## src/rtl/uart_hex_cmd.sv

```systemverilog
`default_nettype none
// +-----------------------------------------------------------------------------+
// | uart_hex_cmd                                                                |
// | Pops bytes from a FWFT UART receive FIFO, parses ASCII hex command lines.  |
// | Revision: 1.0                                                               |
// +-----------------------------------------------------------------------------+
module uart_hex_cmd #(
  parameter int DIGITS = 4
) (
  input  logic                  clk_100MHz,
  input  logic                  reset,
  input  logic                  rx_empty,
  input  logic [7:0]            rx_data,
  output logic                  rd_uart,
  output logic [4*DIGITS-1:0]   value,
  output logic                  value_valid,
  output logic                  cmd_err,
  output logic [2:0]            digit_cnt
);

  localparam int         c_VW      = 4 * DIGITS;
  localparam logic [2:0] c_MAX_CNT = 3'(DIGITS);

  typedef enum logic [0:0] {
    S_IDLE = 1'b0,
    S_WAIT = 1'b1
  } state_t;

  state_t            r_state;
  logic [c_VW-1:0]   r_acc;
  logic [2:0]        r_count;
  logic              r_err_pend;
  logic [c_VW-1:0]   r_value;
  logic              r_value_valid;
  logic              r_cmd_err;

  logic              w_pop;
  logic              w_is_dec;
  logic              w_is_alpha;
  logic              w_is_hex;
  logic              w_is_bs;
  logic              w_is_term;
  logic [3:0]        w_nibble;

  // Gated by reset so the FIFO is never drained while the parser is held.
  assign w_pop = reset && (r_state == S_IDLE) && !rx_empty;

  always_comb begin
    w_is_dec   = (rx_data >= 8'h30) && (rx_data <= 8'h39);
    w_is_alpha = ((rx_data >= 8'h41) && (rx_data <= 8'h46)) ||
                 ((rx_data >= 8'h61) && (rx_data <= 8'h66));
    w_is_hex   = w_is_dec || w_is_alpha;
    // 'A'/'a' have low nibble 1, so +9 maps them onto 10..15.
    w_nibble   = w_is_alpha ? (rx_data[3:0] + 4'd9) : rx_data[3:0];
    w_is_bs    = (rx_data == 8'h08);
    w_is_term  = (rx_data == 8'h0D) || (rx_data == 8'h0A);
  end

  always_ff @(posedge clk_100MHz or negedge reset) begin
    if (!reset) begin
      r_state       <= S_IDLE;
      r_acc         <= '0;
      r_count       <= 3'd0;
      r_err_pend    <= 1'b0;
      r_value       <= '0;
      r_value_valid <= 1'b0;
      r_cmd_err     <= 1'b0;
    end else begin
      r_value_valid <= 1'b0;
      r_cmd_err     <= 1'b0;
      case (r_state)
        S_IDLE: begin
          if (w_pop) begin
            r_state <= S_WAIT;
            if (w_is_hex) begin
              if (r_count < c_MAX_CNT) begin
                r_acc   <= {r_acc[c_VW-5:0], w_nibble};
                r_count <= r_count + 3'd1;
              end else begin
                r_err_pend <= 1'b1;
              end
            end else if (w_is_bs) begin
              if (r_count != 3'd0) begin
                r_acc   <= r_acc >> 4;
                r_count <= r_count - 3'd1;
              end
            end else if (w_is_term) begin
              // Empty lines (e.g. the LF of CRLF) end silently.
              if (r_err_pend) begin
                r_cmd_err <= 1'b1;
              end else if (r_count != 3'd0) begin
                r_value       <= r_acc;
                r_value_valid <= 1'b1;
              end
              r_acc      <= '0;
              r_count    <= 3'd0;
              r_err_pend <= 1'b0;
            end else begin
              r_err_pend <= 1'b1;
            end
          end
        end
        S_WAIT: begin
          r_state <= S_IDLE;
        end
        default: begin
          r_state <= S_IDLE;
        end
      endcase
    end
  end

  assign rd_uart     = w_pop;
  assign value       = r_value;
  assign value_valid = r_value_valid;
  assign cmd_err     = r_cmd_err;
  assign digit_cnt   = r_count;

endmodule
`default_nettype wire

```

## config.mk

```make
export PLATFORM = sky130hd
export DESIGN_NAME = uart_hex_cmd
export DESIGN_NICKNAME = d
export VERILOG_FILES = /design/src/rtl/uart_hex_cmd.sv
export SDC_FILE = /design/constraint.sdc
export NUM_CORES = 1
export LEC_CHECK = 0
export BUFFER_PORTS_ARGS = -buffer_cell sky130_fd_sc_hd__buf_4
export CAP_MARGIN = 20
export CORE_MARGIN = 4
export CORE_UTILIZATION = 40
export CTS_BUF_LIST = sky130_fd_sc_hd__clkbuf_8
export DETAILED_ROUTE_END_ITERATION = 10
export GPL_ROUTABILITY_DRIVEN = 1
export SLEW_MARGIN = 20
export SYNTH_ARGS = -nofsm -noshare
export SYNTH_HDL_FRONTEND = slang
export SYNTH_SLANG_ARGS = --single-unit
```

## constraint.sdc

```tcl
create_clock -name clk_100MHz -period 2.1 [get_ports clk_100MHz]
set_clock_uncertainty 0.15 [all_clocks]
set_input_delay 0.63 -clock clk_100MHz [delete_from_list [all_inputs] [get_ports clk_100MHz]]
set_output_delay 0.63 -clock clk_100MHz [all_outputs]
set_load 0.1 [all_outputs]
```

**Word-level counts from Yosys, hierarchy flattened**

Cells that the tools add are included.
Widths: inputs -> output; s select.

- Bitwise operators: 4
- Reductions and logical operators: 14
- $lt $le $gt $ge: 7
- $add $sub $neg: 3
- Eq/ne operators: 7
- Multiplexer cells: 30

Operators with widths:

| cell | number |
|---|---|
| $mux 16 | 5 |
| $eq 8x4->1 const B | 3 |
| $mux 1 | 18 |
| $ge 8x7->1 const B | 2 |
| $le 8x7->1 const B | 2 |
| $mux 3 | 5 |
| $ge 8x6->1 const B | 1 |
| $le 8x6->1 const B | 1 |
| $reduce_and 7->1 | 1 |
| $reduce_bool 3->1 | 2 |
| $logic_and 1x1->1 | 5 |
| $reduce_and 5->1 | 1 |
| $add 4x4->4 const B | 1 |
| $mux 4 | 1 |
| $ne 2x2->1 const B | 2 |
| $not 1->1 | 4 |
| $reduce_and 4->1 | 1 |
| $add 3x1->3 const B | 1 |
| $logic_or 1x1->1 | 3 |
| $lt 3x3->1 const B | 1 |
| $ne 3x2->1 const B | 1 |
| $sub 3x1->3 const B | 1 |
| $ne 2x1->1 const B | 1 |
| $pmux 1 s2 | 1 |
| $logic_not 1->1 | 1 |

- Logic and storage cells: 72
- Output and inout port bits: 22
- Input bits: 11
- Bits in registers: 39

**Logic depth before layout (Yosys ltp)**

Gate-level depths: netlist (run 1).

- Word-level depth: 8
- Mapped depth: 9
- Mapped depth without buffers: 7

**Worst setup path after synthesis (run 1)**

OpenSTA, ideal clock, no wires.

- Path kind: register -> register
- Start: register r_count[0], in the netlist digit_cnt[0]
- End: register r_acc[10]
- Library setup time: 125 ps
- Data required time: 1825 ps
- Arrival time: 2436 ps
- Clock period less this slack: 2711 ps
- Cell stages (with the launch flop): 8
- Slack: -611 ps
- Buffers on the path: 1
- Path through: dfrtp_1 inv_1 ha_1 nor2b_1 a21o_1 a21oi_4 buf_12 mux2_4

- Cells in the longest elaborated chain, start to end: 3
- Elaborated cells on any way between the ends: 5
- Those cells by class: order compare (1); eq/ne (2); reduce/logical (2)

Ends and longest elaborated chain:

| item | line | RTL |
|---|---|---|
| start: declaration | 31 | `logic [2:0] r_count;` |
| start signal: assignment | 78 | `r_count <= r_count + 3'd1;` |
| start signal: assignment | 85 | `r_count <= r_count - 3'd1;` |
| $lt 3x3->1 or $reduce_bool 3->1 (tied branches) | 76, 83 |  |
| $ne 2x1->1 (no line) or $ne 3x2->1 (tied branches) | - |  |
| $reduce_and 5->1 (no line) * | - |  |
| end signal: assignment | 77 | `r_acc <= {r_acc[c_VW-5:0], w_nibble};` |
| end signal: assignment | 84 | `r_acc <= r_acc >> 4;` |
| end: declaration | 30 | `logic [c_VW-1:0] r_acc;` |

Every way passes the cells marked *; elsewhere a longest branch is shown, timed or not.
A chain may end at the register's enable or synchronous reset.

**Final worst setup path (run 1)**

- Start: input port rx_data[0]
- End: register r_acc[5]

- Cells in the longest elaborated chain, start to end: 6
- Elaborated cells on any way between the ends: 21
- Those cells by class: order compare (6); eq/ne (5); mux (2); reduce/logical (8)

Ends and longest elaborated chain:

| item | line | RTL |
|---|---|---|
| start: declaration | 13 | `input logic [7:0] rx_data,` |
| $ge 8x7->1 (tied with other cells) | 50 | `w_is_alpha = ((rx_data >= 8'h41) && (rx_data <= 8'h46)) \|\|` |
| $logic_and 1x1->1 (on tied branches) | 50, 51 |  |
| $logic_or 1x1->1 | 50 |  |
| $logic_or 1x1->1 | 52 | `w_is_hex = w_is_dec \|\| w_is_alpha;` |
| $ne 3x2->1 (no line) (tied with other cells) | - |  |
| $reduce_and 5->1 (no line) | - |  |

Parallel ways exist; a longest one is shown, timed or not.

==> metrics.csv, run 1 <==
metric;value;unit
antenna_cells;0;
clock_latency;0.28;ns
syn_area_per_cell;12.3;sq um
routedWlPerCell;14.9;microns
pre_cts_ws;-0.547;ns
worst_pin_slew;0.486;ns
cts_sinks;39;
cellPowerDensity;638;nW/um^2
setup_slack;-0.237;ns
die_h;78.5;microns
rows;25;
ir_drop;0.441;mV
die_area;6160;sq um
cts_buffer_depth;2;
antenna_left;0;
path_clk_slew;0.07;ns
fmax;428;MHz
slew_headroom;67.6;%
dieWidth;78.5;microns
initial_core_util;41.8;%
area_growth_syn_to_layout;48.3;%
numCtsBuffers;5;
root_buffer;clkbuf_8;
cap_violations;0;
drive_above_1_share;58.1;%
leakagePower;1.45;nW
core_area;4750;sq um
nFillCells;399;
drc;0;
synthDistinctLibCells;39;
synth.largest_area_cell;dfrtp_1;
start_kind;primary input;
cts_tree;built;
grt_usage;15.9;%
ys.warnings.count;0;
drt_wl_total;4650;microns
syn_area;1990;sq um
status;finished with violations;
place.gp.congestion;0.812;
finalMaxSlewViolations;0;
portBuffers;32;
finalCritPeriodShare;111;%
first_pass_iters;4;
synthTopCellsByArea;dfrtp_1, mux2_2, ha_1;
grt.overflow.total;0;
rsz0062_at_grt;true;
vias;1596;
syn-instance-count;162;
grt_pass1_vias;1633;
hold_path_class;primary input to async pin;
path_class;primary input to flip-flop;
final_util;62.0;%
viasPerCell;5.10;
grt_pass1_wl;7720;microns
synth_top_area_share;49.1;%
crit_fanout;8;
drtIter0Drc;94;
finalPower;1.88;mW
ios;33;
h-tree-depth;2;
ys_seq_area_share;49.1;%
finalCriticalPeriod;2.34;ns
yosys_register_bits;39;
critPathRequiredTime;2.12;ns
setup_viol;36;
synthesis.nets;181;
antenna_found_initial;0;
cp-end-kind;flip-flop;
final_net_count;264;
hpwl;3340;microns
violations;negative setup slack;
grt_max_degree;40;
arrival;2.35;ns
hold_violations;0;
## routing by layer
| metal | up-vias | global-route usage, % | wire length, microns |
|---|---|---|---|
| li1 | 746 | - | - |
| met1 | 791 | 19.7 | 1970 |
| met2 | 44 | 26.4 | 2360 |
| met3 | 15 | 2.98 | 172 |
| met4 | 0 | 7.52 | 147 |
| met5 | - | 0 | 0 |
## synth_stat cells
master	number
mux2_2	24
or2_1	1
nor3b_1	1
nand3_1	3
nor2b_1	1
clkbuf_1	1
dfrtp_1	39
a22o_1	11
nor2_1	7
a222oi_1	1
a31oi_1	1
buf_12	1
buf_2	4
o21bai_4	1
o21bai_2	1
a21oi_4	1
and4_1	1
a21o_2	1
mux2i_1	7
a2111oi_4	1
nor4_1	2
buf_6	1
and2_1	1
o311a_2	1
mux2_4	2
nor4b_1	1
a21o_1	1
nor3_1	2
ha_1	8
nand4_1	1
o2bb2ai_1	1
or3_1	1
a221o_2	1
a21oi_1	3
o21ai_0	2
inv_1	15
o211ai_1	1
nand2_1	9
a32o_1	1
## kinds of logic after synthesis
| group | Yosys count | synth area share [%] |
|---|---|---|
| DFF | 39 | 49.1 |
| AOI/OAI and AO/OA | 29 | 13.9 |
| muxes | 33 | 18.6 |
| buffers and inverters | 22 | 5.60 |
| adders and majority gates | 8 | 5.03 |
| and+or+nand+nor | 31 | 7.74 |
## path summary, 6_finish.rpt
path                       cells past startpoint         start  slack, ns            to
setup reg to reg                               8  digit_cnt[0]      -0.02      r_acc[8]
hold reg to reg                                1     value[11]       0.36     value[11]
min in group clk_100MHz                        1     value[11]       0.36     value[11]
setup / recovery                              11    rx_data[0]      -0.24      r_acc[5]
hold / removal                                 2         reset       0.26     value[13]
max in group asynchronous                      2         reset       1.18  digit_cnt[1]
## power breakdown
| part | switching [mW] | internal [mW] |
|---|---|---|
| Clock | 0.242 | 0.223 |
| Combinational | 0.338 | 0.190 |
| Sequential | 0.0667 | 0.820 |
## cell type report
class | instances | area [sq um] | area share (%)
Multi-Input combinational cell | 101 | 1020 | 34.8
Sequential cell | 39 | 978 | 33.2
Timing Repair Buffer | 83 | 716 | 24.3
Tap cell | 67 | 83.8 | 2.84
Clock buffer | 5 | 68.8 | 2.33
Inverter | 15 | 63.8 | 2.16
Clock inverter | 3 | 12.5 | 0.424
## cell usage in the layout, fill, tap and decap left out, types with 2 or more instances in the layout
cell        count
nand3_1         3
ha_4            3
dfrtp_2         2
mux2i_1         6
a22o_1         11
o21bai_4        2
inv_2           2
mux2_4          3
ha_1            5
a21oi_1         2
buf_12          2
mux2_2         23
dfrtp_1        37
clkbuf_8        5
nor2_1          7
inv_1          13
clkinvlp_4      2
nand2_1         5
buf_6          14
nand2_2         4
buf_8           2
buf_4          65
## sequential cells by signal (all words and copies together) (netlist names)
| name | flops |
|---|---|
| digit_cnt | 3 |
| r_acc | 16 |
| cmd_err | 1 |
| value_valid | 1 |
| value | 16 |
| r_err_pend | 1 |
| r_state | 1 |
## timing repair
item	CTS	global route
gates resized for setup	21	15
endpoints found under the setup margin	36	37
endpoints found under the hold margin	0	0
setup buffers	10	7
hold buffers	0	0
pin swaps	2	5
cloned	1	1
## per-stage QoR
step	cells	TNS, ns	hold slack [ns]	instance area (sq um)
6_report	313	-3.32	0.261	2950
5_1_grt	313	-5.64	0.292	2950
4_1_cts	307	-4.17	0.276	2870
3_5_place_dp	288	-15.82	0.345	2600
3_3_place_gp	288	-13.59	0.340	2600
2_1_floorplan	162	-6.16	0.184	2070
## worst max-delay path, cell delays in order
cell and delay (ns):
buf_4 0.13, inv_2 0.08, buf_4 0.13, ha_1 0.18
nor2_1 0.05, o21ai_0 0.18, nand3_1 0.19, a21oi_4 0.21
buf_6 0.13, buf_12 0.12, mux2_2 0.33
Power figures use the tool's default switching activity.
==> run 2, diff against run 1 <==
--- a/config.mk
+++ b/config.mk
@@ -5,6 +5,7 @@
 export SDC_FILE = /design/constraint.sdc
 export NUM_CORES = 1
 export LEC_CHECK = 0
+export ABC_AREA = 1
 export BUFFER_PORTS_ARGS = -buffer_cell sky130_fd_sc_hd__buf_4
 export CAP_MARGIN = 20
 export CORE_MARGIN = 4
==> metrics.csv, run 2 <==
metric;value;unit
status;finished, final reports clean;
vias;1895;
final_cell_mix;nand2_1, buf_4, dfrtp_1;
ys_seq_area_share;41.6;%
synth-edff-count;0;
multi_input_area;1190;sq um
worst_pin_slew;0.504;ns
synth.largest_area_cell;dfrtp_1;
routedWlPerCell;13.2;microns
final_util;53.1;%
yosys_register_bits;39;
hold_path_class;primary input to async pin;
fmax;487;MHz
synth_common_cells;nand2_1, dfrtp_1, inv_1;
finalCritPeriodShare;97.7;%
synthTopCellsByArea;dfrtp_1, nand2_1, o21bai_2;
fin_area;2980;sq um
antenna_found_initial;0;
drt_wl_total;5330;microns
finalSetupTns;0;ns
rsz0062_at_grt;true;
arrival;2.14;ns
holdWs;0.239;ns
path_class;primary input to flip-flop;
die_h;84.6;microns
hold_violations;0;
cap_violations;0;
dieWidth;84.6;microns
layout_commonest_cell;nand2_1;
grt_max_degree;41;
syn-instance-count;274;
worstPathCellList;buf_4 > inv_1 > ha_1 > inv_1 > nand3b_1 > nand3_2 > nand2_4 > nand2_2 > nand3_4 > nor2_4 > nand2_1 > nand2_1;
clock_latency;0.30;ns
area_growth_syn_to_layout;27.1;%
cts_buffer_depth;2;
syn_area_per_cell;8.56;sq um
power_frac_comb;32.9;%
final_cells;403;
grt_pass1_vias;1850;
core_area;5610;sq um
portBuffers;32;
power.switching;0.937;mW
grt.overflow.total;0;
slowest_stage;nor2_4;
first_pass_iters;4;
r2r_slack;0.28;ns
crit_fanout;9;
setup_slack;0.0480;ns
critPathRequiredTime;2.19;ns
ys.warnings.count;0;
ir_drop;0.459;mV
cellPowerDensity;826;nW/um^2
critPathMaxStageDelay;0.31;ns
synth_top_area_share;41.6;%
drtIter0Drc;143;
synthDistinctLibCells;33;
ios;33;
drive_above_1_share;29.9;%
synthesis.nets;293;
grt_pass1_wl;8900;microns
synth_top_flop_cell;dfrtp_1;
nFillCells;546;
finalMaxSlewViolations;0;
internal_power;1.52;mW
r2r_cells;9;
r2r-end;value[0];
cp_top_family;simple AND/OR/NAND/NOR gates;
dpl_cell_area;2830;sq um
h-tree-depth;2;
ff_latch_area;976;sq um
finalPower;2.46;mW
rows;27;
seqPwrFrac;41.0;%
setup_viol;0;
antenna_left;0;
hpwl;3810;microns
postCtsHoldBufs;0;
drc;0;
antenna_cells;0;
synth-async-reset-ratio;100;%
place.gp.congestion;0.809;
cp-end-kind;flip-flop;
leakagePower;1.53;nW
initial_core_util;41.8;%
die_area;7150;sq um
syn_area;2340;sq um
root_buffer;clkbuf_8;
numCtsBuffers;5;
pwr-share-clk;26.1;%
rr_startpoint;digit_cnt[0];
dpl.cell_count;392;
swShare;38.1;%
cts_sinks;39;
slew_headroom;66.4;%
viasPerCell;4.70;
path_buf_inv;3;
start_kind;primary input;
final_net_count;349;
yosysMostFrequentCell;nand2_1;
cts_tree;built;
grt_usage;15.4;%
pre_cts_ws;-0.236;ns
finalCriticalPeriod;2.05;ns
path_clk_slew;0.08;ns
-- run 2: power groups by stage --
stage | Sequential, mW | Clock [mW] | Combinational (mW)
3_5_place_dp | 1.02 | 0 | 0.807
5_1_grt | 1.03 | 0.687 | 0.879
2_1_floorplan | 1.23 | 0 | 0.369
4_1_cts | 1.01 | 0.652 | 0.811
6_report | 1.01 | 0.642 | 0.811
3_3_place_gp | 1.02 | 0 | 0.799
-- run 2: routing by layer --
layer	GRT usage, %	up-vias	share of wire (%)
met1	20.9	858	48
met3	2.26	5	5.0
li1	-	986	-
met2	24.7	46	46
met4	6.04	0	1.4
met5	0	-	0
-- run 2: worst max-delay path by stage --
stage,start,to,depth (start not counted)
final,rx_data[1],r_acc[14],12
after global routing,rx_data[1],r_acc[0],12
after CTS,rx_empty,rd_uart,3
after detailed placement,rx_data[0],value[0],9
after global placement,rx_data[1],value[9],9
after floorplan,reset,value[10],5
-- run 2: kinds of logic after synthesis --
group / share of synthesized area [%]
compound gates: 15.8
xor+xnor: 0.747
fa+ha+maj: 4.27
buf+inv: 9.02
flops: 41.6
simple gates: 28.5
-- run 2: cell type report --
class	count	share of cell area (%)
clock buffers	5	2.31
multi-input cells	196	39.8
repair buffers	58	16.8
clock inverters	3	1.47
well taps	72	3.02
inverters	30	3.78
flip-flops and latches	39	32.7
-- run 2: repair_timing --
item,4_1_cts,5_1_grt
setup endpoints to repair,0,27
setup buffers,0,1
resized for setup,0,4
-- run 2: worst register-to-register path: cells and delay by family (launching register included) --
kind | cells | cell delay (ns)
DFF | 1 | 0.37
and+or+nand+nor | 6 | 0.90
buffers and inverters | 2 | 0.15
adders and majority gates | 1 | 0.20
